`config.mk`:
```
export PLATFORM = sky130hd
export DESIGN_NAME = tc_traffic_sensor
export DESIGN_NICKNAME = d
export VERILOG_FILES = /design/src/rtl/tc_traffic_sensor.sv
export SDC_FILE = /design/constraint.sdc
export NUM_CORES = 1
export LEC_CHECK = 0
export CORE_MARGIN = 3
export CORE_UTILIZATION = 50
export CTS_BUF_LIST = sky130_fd_sc_hd__clkbuf_8
export DETAILED_ROUTE_END_ITERATION = 6
export GPL_TIMING_DRIVEN = 0
export PLACE_DENSITY = 0.81
export SYNTH_ARGS = -nofsm -noshare
export SYNTH_HDL_FRONTEND = slang
export SYNTH_SLANG_ARGS = --single-unit
export TNS_END_PERCENT = 10
```
`constraint.sdc`:
```
create_clock -name CLK -period 6.4 [get_ports CLK]
set_input_delay 1.28 -clock CLK [delete_from_list [all_inputs] [get_ports CLK]]
set_output_delay 1.28 -clock CLK [all_outputs]
set_load 0.02 [all_outputs]
```
`src/rtl/tc_traffic_sensor.sv`:
```
// Traffic sensor for a two-street crossing: per-street car queues drained while green,
// with sticky overflow and illegal-lights error reporting.
module tc_traffic_sensor #(
    parameter int unsigned QW         = 4,
    parameter int unsigned DEPART_CYC = 2
) (
    input  logic          CLK,
    input  logic          RESET,
    input  logic          ARR_A,
    input  logic          ARR_B,
    input  logic [2:0]    L_A,
    input  logic [2:0]    L_B,
    input  logic          CLR_ERR,
    output logic          T_A,
    output logic          T_B,
    output logic [QW-1:0] Q_A,
    output logic [QW-1:0] Q_B,
    output logic          OVF_A,
    output logic          OVF_B,
    output logic          ERR,
    output logic [1:0]    ERR_CODE
);

    localparam int unsigned TW = 4;

    typedef enum logic {
        IDLE = 1'b0,
        FLOW = 1'b1
    } state_t;

    logic [2:0]    lights [2];
    logic [1:0]    arr;
    logic [1:0]    legal;
    logic [1:0]    green;
    logic [1:0]    ovf;
    logic [QW-1:0] q [2];
    logic          conflict;
    logic          err_any;
    logic [1:0]    err_code_nxt;

    assign lights[0] = L_A;
    assign lights[1] = L_B;
    assign arr       = {ARR_B, ARR_A};

    assign conflict = legal[0] & legal[1] & ~L_A[0] & ~L_B[0];
    assign err_any  = ~legal[0] | ~legal[1] | conflict;

    // First-error cause, A illegal outranks B illegal outranks conflict
    always_comb begin
        err_code_nxt = 2'b11;
        if (!legal[0]) begin
            err_code_nxt = 2'b01;
        end else if (!legal[1]) begin
            err_code_nxt = 2'b10;
        end
    end

    always_ff @(posedge CLK or negedge RESET) begin
        if (!RESET) begin
            ERR      <= 1'b0;
            ERR_CODE <= 2'b00;
        end else if (CLR_ERR) begin
            ERR      <= 1'b0;
            ERR_CODE <= 2'b00;
        end else if (!ERR && err_any) begin
            ERR      <= 1'b1;
            ERR_CODE <= err_code_nxt;
        end
    end

    for (genvar i = 0; i < 2; i++) begin : g_street
        state_t        state;
        state_t        state_nxt;
        logic [TW-1:0] timer;
        logic [TW-1:0] timer_nxt;
        logic          depart;
        logic [QW-1:0] cnt;
        logic          ovf_r;

        assign legal[i] = (lights[i] == 3'b001) || (lights[i] == 3'b010) ||
                          (lights[i] == 3'b100);
        assign green[i] = legal[i] & lights[i][2];

        always_ff @(posedge CLK or negedge RESET) begin
            if (!RESET) begin
                state <= IDLE;
                timer <= '0;
            end else begin
                state <= state_nxt;
                timer <= timer_nxt;
            end
        end

        // Timer advances on every cycle the street flows, so the first car leaves
        // DEPART_CYC green cycles after the light turns
        always_comb begin
            state_nxt = state;
            timer_nxt = '0;
            depart    = 1'b0;
            case (state)
                IDLE:    if (green[i] && !conflict) state_nxt = FLOW;
                FLOW:    if (!green[i] || conflict) state_nxt = IDLE;
                default: state_nxt = IDLE;
            endcase
            if (state_nxt == FLOW) begin
                if (timer == TW'(DEPART_CYC - 1)) begin
                    depart = 1'b1;
                end else begin
                    timer_nxt = timer + TW'(1);
                end
            end
        end

        // Arrival and departure in one cycle cancel, even at full
        always_ff @(posedge CLK or negedge RESET) begin
            if (!RESET) begin
                cnt   <= '0;
                ovf_r <= 1'b0;
            end else begin
                if (arr[i] && !depart) begin
                    if (cnt == {QW{1'b1}}) begin
                        ovf_r <= 1'b1;
                    end else begin
                        cnt <= cnt + QW'(1);
                    end
                end else if (depart && !arr[i] && (cnt != '0)) begin
                    cnt <= cnt - QW'(1);
                end
                if (CLR_ERR) begin
                    ovf_r <= 1'b0;
                end
            end
        end

        assign q[i]   = cnt;
        assign ovf[i] = ovf_r;
    end

    assign Q_A   = q[0];
    assign Q_B   = q[1];
    assign OVF_A = ovf[0];
    assign OVF_B = ovf[1];
    assign T_A   = (Q_A != '0);
    assign T_B   = (Q_B != '0);

endmodule
```
==> summary.md, run 1 <==
| Metric | Value |
|---|---|
| Achievable Freq | 269 MHz |
| CP cell instances | clkdlybuf4s50_1 -> xnor2_1 -> o211ai_2 -> nand2_1 -> ha_1 -> a21o_1 -> a2111oi_0 -> mux2i_1 -> xnor2_1 |
| CP Launch Type | primary input |
| Setup TNS | 0 ps |
| Routed Antenna Nets | 0 |
| IO Port Bufs | 23 |
| Crit path DAT | 3870 ps |
| Max VDD drop | 281 µV |
| Flops & latches, synth | 21 |
| Simple-gate share of the synthesized area | 16.3% |
| Rows | 18 |
| Placed cell count | 178 |
| Post-layout util | 66.2% |
| Critical Path Fanout Max | 7 |
| Most frequent cells in the layout | clkdlybuf4s50_1, dfrtp_1, nor2_1, inv_1 |
| Share of layout cells above drive strength 1 | 11.8% |
| Fin crit period | 3720 ps |
| All-Layer GR Usage | 18.8% |
| Initial antenna violation count | 0 |
| Most common cell after layout, fill and taps aside | clkdlybuf4s50_1 |
| Core Area | 2540 µm² |
| N_diodes | 0 |
| R2r startpoint | g_street[1].timer[1] |
| Total Wirelength | 2.69 mm |
| Worst path slowest cell | clkdlybuf4s50_1 |
| Clk_lat worst skew | 260 ps |
| DR pass1 iterations | 4 |
| Power, Total | 581 µW |
| Final hold viol count | 0 |
| Htree depth | 1 |
| Post-DP HPWL | 2.07 mm |
| Post-synth EDFFs | 0 |
| Nets | 174 |
| Placer Congestion | 0.776 |
| Syn Std Cell Area | 1370 µm² |
| Die height | 58.3 µm |
| Top delay family on crit path | compound AO/OA/AOI/OAI gates |
| Clk root buf | clkbuf_8 |
| Largest net degree at the start of global routing | 22 |
| Gr ovfl total | 0 |
| Worst reg2reg setup slack | 3920 ps |
| Iter 0 DRT Violations | 41 |
| Fillers | 216 |
| Reg area | 526 µm² |
| Post-synth top flop | dfrtp_1 |
| Ports | 26 |
| Setup Fix Bufs, Post-CTS | 0 |
| Post-CTS resize count | 0 |
| First-pass GRT wire length | 5.05 mm |
| Tcrit/Tclk final | 58.2% |
| Vias per inst | 5.74 |
| Final Cell Area | 1680 µm² |
| Bufs and invs on worst path | 1 |
| RSZ-0062 raised after global routing | no |
| Syn nets | 146 |
| Clock Skew | 1.58 ps |
| Reg2Reg Capture Point | Q_B[3] |
| Multiplexer share of the synthesized area | 8.04% |
| Worst-case reg-to-reg path depth | 10 |
| TritonCTS Buffers | 3 |
| Cell count after synthesis | 125 |
| WHS Endpoint | g_street[0].timer[0] |
| # DRC | 0 |
| Area Overhead vs Synth | 22.9% |
| Avg Inst Size Synth | 11.0 µm² |
| Finished Layout Cells | 182 |
| Yosys synthesis warning count | 0 |
| Post-synthesis compound-gate area fraction | 13.8% |
| Setup Viol. Count Final | 0 |
| Least-Margin Pin Slew | 939 ps |
| Most used cell, CP | xnor2_1 |
| Type of the worst min-delay path | flop to flop |
| Final hold slack | 493 ps |
| Post-synthesis xor/xnor area fraction | 8.95% |
| CTS tree | yes |
| Wire length per cell | 14.8 µm |
| Max-cap check violation count | 0 |
| PD cells | 345 nW/µm² |
| Die X | 58.3 µm |
| Req. time, crit path | 6550 ps |
| Sequential share of the synthesized area | 38.4% |
| CP endpoint kind | flop |
| Max clock buf depth | 2 |
| Crit Path Class | primary input to flop |
| Hold path start | g_street[0].timer[0] |
| Setup ws final | 2680 ps |
| Max incr delay on CP | 660 ps |
| Outcome | finished, final reports clean |
| Die ar. | 3400 µm² |
| Asr flop ratio synth | 100% |
| Library cells used by synthesis | 35 |
| Synth Area in Adders | 10.2% |
| Routed vias | 1045 |
| Static Leak | 0.739 nW |
| Clock sink count | 21 |
| WHS Path Cells | 1 |
| Hold buffer count at cts | 0 |
| Slew HR | 37.2% |
| Reg clk slew, reported paths | 80 ps |
| Slew Viols, Final | 0 |
| Worst slack at placement | 2440 ps |
| Starting Density | 53.8% |
| DP Area | 1640 µm² |
| Multi-input logic area | 785 µm² |
| Largest family of logic cells by synthesized area | simple AND/OR/NAND/NOR gates |
| Vias in the first global route | 1157 |
-- cells by family after synthesis --
| logic type | count (synthesis) |
|---|---|
| adder cells (fa/ha/maj) | 10 |
| AO/OA/AOI/OAI | 23 |
| AND/OR/NAND/NOR | 37 |
| multiplexers | 8 |
| XOR/XNOR | 14 |
| buffers and inverters | 12 |
| flip-flops | 21 |
-- synthesized netlist by cell type, drive strengths merged, types with 3 or more instances --
cell type	count	area [µm²]
nand3	5	25.0
dfrtp	21	526
mux2	6	90.1
xor2	6	52.6
xnor2	8	70.1
a21oi	3	15.0
nand2	5	18.8
inv	10	37.5
a2111oi	3	26.3
a211oi	3	22.5
ha	8	100
nor2	13	51.3
nor3b	5	58.8
-- how the worst max path moves through the flow --
stage	start	depth (start not counted)	slack (ps)	endpoint
after detailed placement	L_A[1]	9	2440	Q_B[3]
after global placement	L_A[1]	9	2600	Q_B[3]
after CTS	L_A[1]	9	2730	Q_B[3]
final	L_A[1]	9	2680	Q_B[3]
after global routing	L_A[1]	9	2430	Q_B[3]
after floorplan	L_A[2]	9	3290	Q_B[3]
-- metal layers --
metal	global-route usage (%)	vias to the layer above	part of all wire (%)
li1	-	501	-
met1	25.2	517	45
met2	30.3	23	49
met3	2.63	4	3.7
met4	7.95	0	1.6
met5	0	-	0
-- worst reg2reg max path, cell delays in order, from the launching register on --
cell and delay [ps]:
dfrtp_1 400, inv_1 60, ha_1 120, nor3b_2 200
o211ai_2 180, nand2_1 170, ha_1 270, a21o_1 180
a2111oi_0 460, mux2i_1 170, xnor2_1 160
-- where the power goes --
part,switching [mW],total [mW],leakage (nW),internal (mW)
combinational,0.130,0.281,0.443,0.152
clock,0.0441,0.0876,0.0255,0.0434
sequential,0.0480,0.212,0.270,0.164
total,0.222,0.581,0.739,0.359
-- cell type report --
| cell class | instances | area share, % |
|---|---|---|
| Multi-Input combinational cell | 92 | 46.6 |
| Sequential cell | 21 | 31.2 |
| Timing Repair Buffer | 23 | 13.7 |
| Clock buffer | 3 | 2.45 |
| Inverter | 10 | 2.23 |
| Tap cell | 30 | 2.23 |
| Buffer | 2 | 1.34 |
| Clock inverter | 1 | 0.297 |
-- sequential cells by signal, indices dropped and copies added, names as in the netlist --
register	flops
g_street.timer	8
OVF_A	1
ERR	1
ERR_CODE	2
Q_A	4
OVF_B	1
Q_B	4
Power figures use the tool's default switching activity.
==> run 2, diff against run 1 <==
--- a/config.mk
+++ b/config.mk
@@ -6,11 +6,11 @@
 export NUM_CORES = 1
 export LEC_CHECK = 0
 export CORE_MARGIN = 3
-export CORE_UTILIZATION = 50
+export CORE_UTILIZATION = 48
 export CTS_BUF_LIST = sky130_fd_sc_hd__clkbuf_8
 export DETAILED_ROUTE_END_ITERATION = 6
 export GPL_TIMING_DRIVEN = 0
-export PLACE_DENSITY = 0.81
+export PLACE_DENSITY = 0.82
 export SYNTH_ARGS = -nofsm -noshare
 export SYNTH_HDL_FRONTEND = slang
 export SYNTH_SLANG_ARGS = --single-unit
==> constraint.sdc (replaced) <==
create_clock -name CLK -period 3.3 [get_ports CLK]
set_input_delay 0.66 -clock CLK [delete_from_list [all_inputs] [get_ports CLK]]
set_output_delay 0.66 -clock CLK [all_outputs]
set_load 0.02 [all_outputs]
==> run 2 against run 1 <==
Against the previous run: via count fell by 1.3%; die area rose by 3.7%; utilization fell by 1.2 points; power rose by 93%; largest power group unchanged; worst setup slack got worse by 2400 ps; critical endpoint unchanged; count of clock-buffer cells in the layout did not move.
==> summary.md, run 2 (same netlist as run 1, synthesis figures left out) <==
| Metric | Value |
|---|---|
| Setup TNS | 0 ps (unchanged) |
| Fillers | 204 (-5.6%) |
| Static Leak | 0.739 nW (unchanged) |
| Post-DP HPWL | 2.09 mm (+1.0%) |
| Largest net degree at the start of global routing | 22 (unchanged) |
| Critical Path Fanout Max | 7 (unchanged) |
| Setup Viol. Count Final | 0 (unchanged) |
| Crit Path Class | primary input to flop |
| Stages on the worst setup path | 9 (unchanged) |
| Area Overhead vs Synth | 22.9% (unchanged) |
| All-Layer GR Usage | 16.9% (-1.8 points) |
| Core Area | 2590 µm² (+1.8%) |
| Nets | 174 (unchanged) |
| # DRC | 0 (unchanged) |
| Max clock buf depth | 2 (unchanged) |
| CP Launch Type | primary input |
| Top delay family on crit path | compound AO/OA/AOI/OAI gates |
| Iter 0 DRT Violations | 37 (-9.8%) |
| Fin crit period | 3050 ps |
| First-pass GRT wire length | 4.55 mm (-10%) |
| Final hold viol count | 0 (unchanged) |
| Reg2Reg Capture Point | Q_B[3] |
| Clock sink count | 21 (unchanged) |
| Max-cap check violation count | 0 (unchanged) |
| Initial antenna violation count | 0 (unchanged) |
| Starting Density | 52.9% (-0.94 points) |
| Post-layout util | 65.0% (-1.2 points) |
| Slew Viols, Final | 0 (unchanged) |
| Post-CTS resize count | 0 (unchanged) |
| Routed Antenna Nets | 0 (unchanged) |
| Final Cell Area | 1680 µm² (unchanged) |
| R2r startpoint | g_street[1].timer[1] |
| Crit path capture | Q_B[3] |
| Worst Setup SP | L_A[1] |
| Die height | 59.4 µm (+1.9%) |
| Vias in the first global route | 1099 (-5.0%) |
| Reg clk slew, reported paths | 70 ps (about the same) |
| Tcrit/Tclk final | 92.5% |
| CTS tree | yes |
| Die X | 59.4 µm (+1.9%) |
| Type of the worst min-delay path | flop to flop |
| Setup Fix Bufs, Post-CTS | 0 (unchanged) |
| Clk root buf | clkbuf_8 |
| Max FFs per register | 8 (unchanged) |
| Hold buffer count at cts | 0 (unchanged) |
| DR pass1 iterations | 4 (unchanged) |
| Placer Congestion | 0.773 (-0.44%) |
| Vias per inst | 5.66 (-1.3%) |
| Clock Skew | 2.95 ps (+1.38 ps) |
| Rows | 18 (unchanged) |
| Biggest register | g_street.timer |
| Max VDD drop | 504 µV (+79%) |
| Ports | 26 (unchanged) |
| Wire length per cell | 14.9 µm (+0.37%) |
| PD cells | 664 nW/µm² (+93%) |
| CP endpoint kind | flop |
| IO Port Bufs | 23 (unchanged) |
| Htree depth | 1 (unchanged) |
| N_diodes | 0 (unchanged) |
| Slew HR | 36.7% (-0.54 points) |
| Achievable Freq | 328 MHz |
| Req. time, crit path | 3450 ps (-3100 ps) |
| Max incr delay on CP | 640 ps (-20 ps) |
| Share of layout cells above drive strength 1 | 11.8% (unchanged) |
| Worst path slowest cell | clkdlybuf4s50_1 |
| DP Area | 1640 µm² (unchanged) |
| TritonCTS Buffers | 3 (unchanged) |
| RSZ-0062 raised after global routing | no |
| Clk_lat worst skew | 260 ps (about the same) |
| Total Wirelength | 2.70 mm (+0.37%) |
| Least-Margin Pin Slew | 947 ps (+8.10 ps) |
| Most frequent cells in the layout | clkdlybuf4s50_1, dfrtp_1, nor2_1, inv_1 |
| Outcome | finished, final reports clean |
| Routed vias | 1031 (-1.3%) |
| Worst-case reg-to-reg path depth | 10 (unchanged) |
| Most common cell after layout, fill and taps aside | clkdlybuf4s50_1 |
| Crit path DAT | 3200 ps (-670 ps) |
| Worst reg2reg setup slack | 770 ps (-3150 ps) |
| Gr ovfl total | 0 (unchanged) |
| Final hold slack | 499 ps (+6.49 ps) |
| Bufs and invs on worst path | 1 (unchanged) |
| Die ar. | 3530 µm² (+3.7%) |
| Most used cell, CP | xnor2_1 |
| CP cell instances | clkdlybuf4s50_1 -> xnor2_1 -> o211ai_2 -> nand2_1 -> ha_1 -> a21o_1 -> a2111oi_0 -> mux2i_1 -> xnor2_1 |
==> run 2: how the worst min path moves through the flow <==
stage | start | to | slack [ps] | cells after the start
6_report | g_street[1].timer[0] | g_street[1].timer[0] | 500 | 1
3_3_place_gp | g_street[0].timer[0] | g_street[0].timer[0] | 480 | 1
2_1_floorplan | RESET | ERR | 360 | 0
4_1_cts | g_street[1].timer[0] | g_street[1].timer[0] | 500 | 1
5_1_grt | g_street[0].timer[0] | g_street[0].timer[0] | 530 | 1
3_5_place_dp | g_street[1].timer[0] | g_street[1].timer[0] | 490 | 1
==> run 2: cell type report <==
cell class	count	area (µm²)	area share, %
buffer	2	22.5	1.34
clock buffer	3	41.3	2.45
clock inverter	1	5.00	0.297
inverter	10	37.5	2.23
multi-input combinational	92	785	46.6
sequential	21	526	31.2
tap	30	37.5	2.23
timing repair buffer	23	230	13.7
==> run 2: per-layer routing <==
| metal | vias to the layer above | track usage (%) | wire (µm) |
|---|---|---|---|
| met2 | 21 | 30.6 | 1390 |
| met4 | 0 | 8.41 | 46 |
| met5 | - | 0 | 0 |
| met1 | 506 | 19.0 | 1160 |
| met3 | 5 | 2.61 | 116 |
| li1 | 499 | - | - |
==> run 2: where the power goes <==
part | switching (mW) | internal (mW)
clock network | 0.0810 | 0.0840
registers | 0.0914 | 0.318
logic | 0.251 | 0.293
==> run 2: per-stage QoR <==
stage / std cells / setup slack (ps) / power [mW]
global route: 182 / 79.9 / 1.20
floorplan: 125 / 806 / 0.743
detailed placement: 178 / -11.9 / 0.956
global placement: 178 / 144 / 0.932
finish: 182 / 247 / 1.12
CTS: 182 / 249 / 1.13
==> run 2: worst reg2reg max path, cell delays in order, from the launching register on <==
cell and delay (ps):
dfrtp_1 400, inv_1 70, ha_1 140, nor3b_2 210, o211ai_2 170, nand2_1 170
ha_1 270, a21o_1 190, a2111oi_0 470, mux2i_1 180, xnor2_1 160
==> run 3, diff against run 2 <==
--- a/config.mk
+++ b/config.mk
@@ -8,6 +8,8 @@
 export CORE_MARGIN = 3
 export CORE_UTILIZATION = 48
 export CTS_BUF_LIST = sky130_fd_sc_hd__clkbuf_8
+export CTS_CLUSTER_DIAMETER = 40
+export CTS_CLUSTER_SIZE = 8
 export DETAILED_ROUTE_END_ITERATION = 6
 export GPL_TIMING_DRIVEN = 0
 export PLACE_DENSITY = 0.82
==> results of run 3 <==
Same layout as run 2: the final DEF is identical, and so are final timing and power.
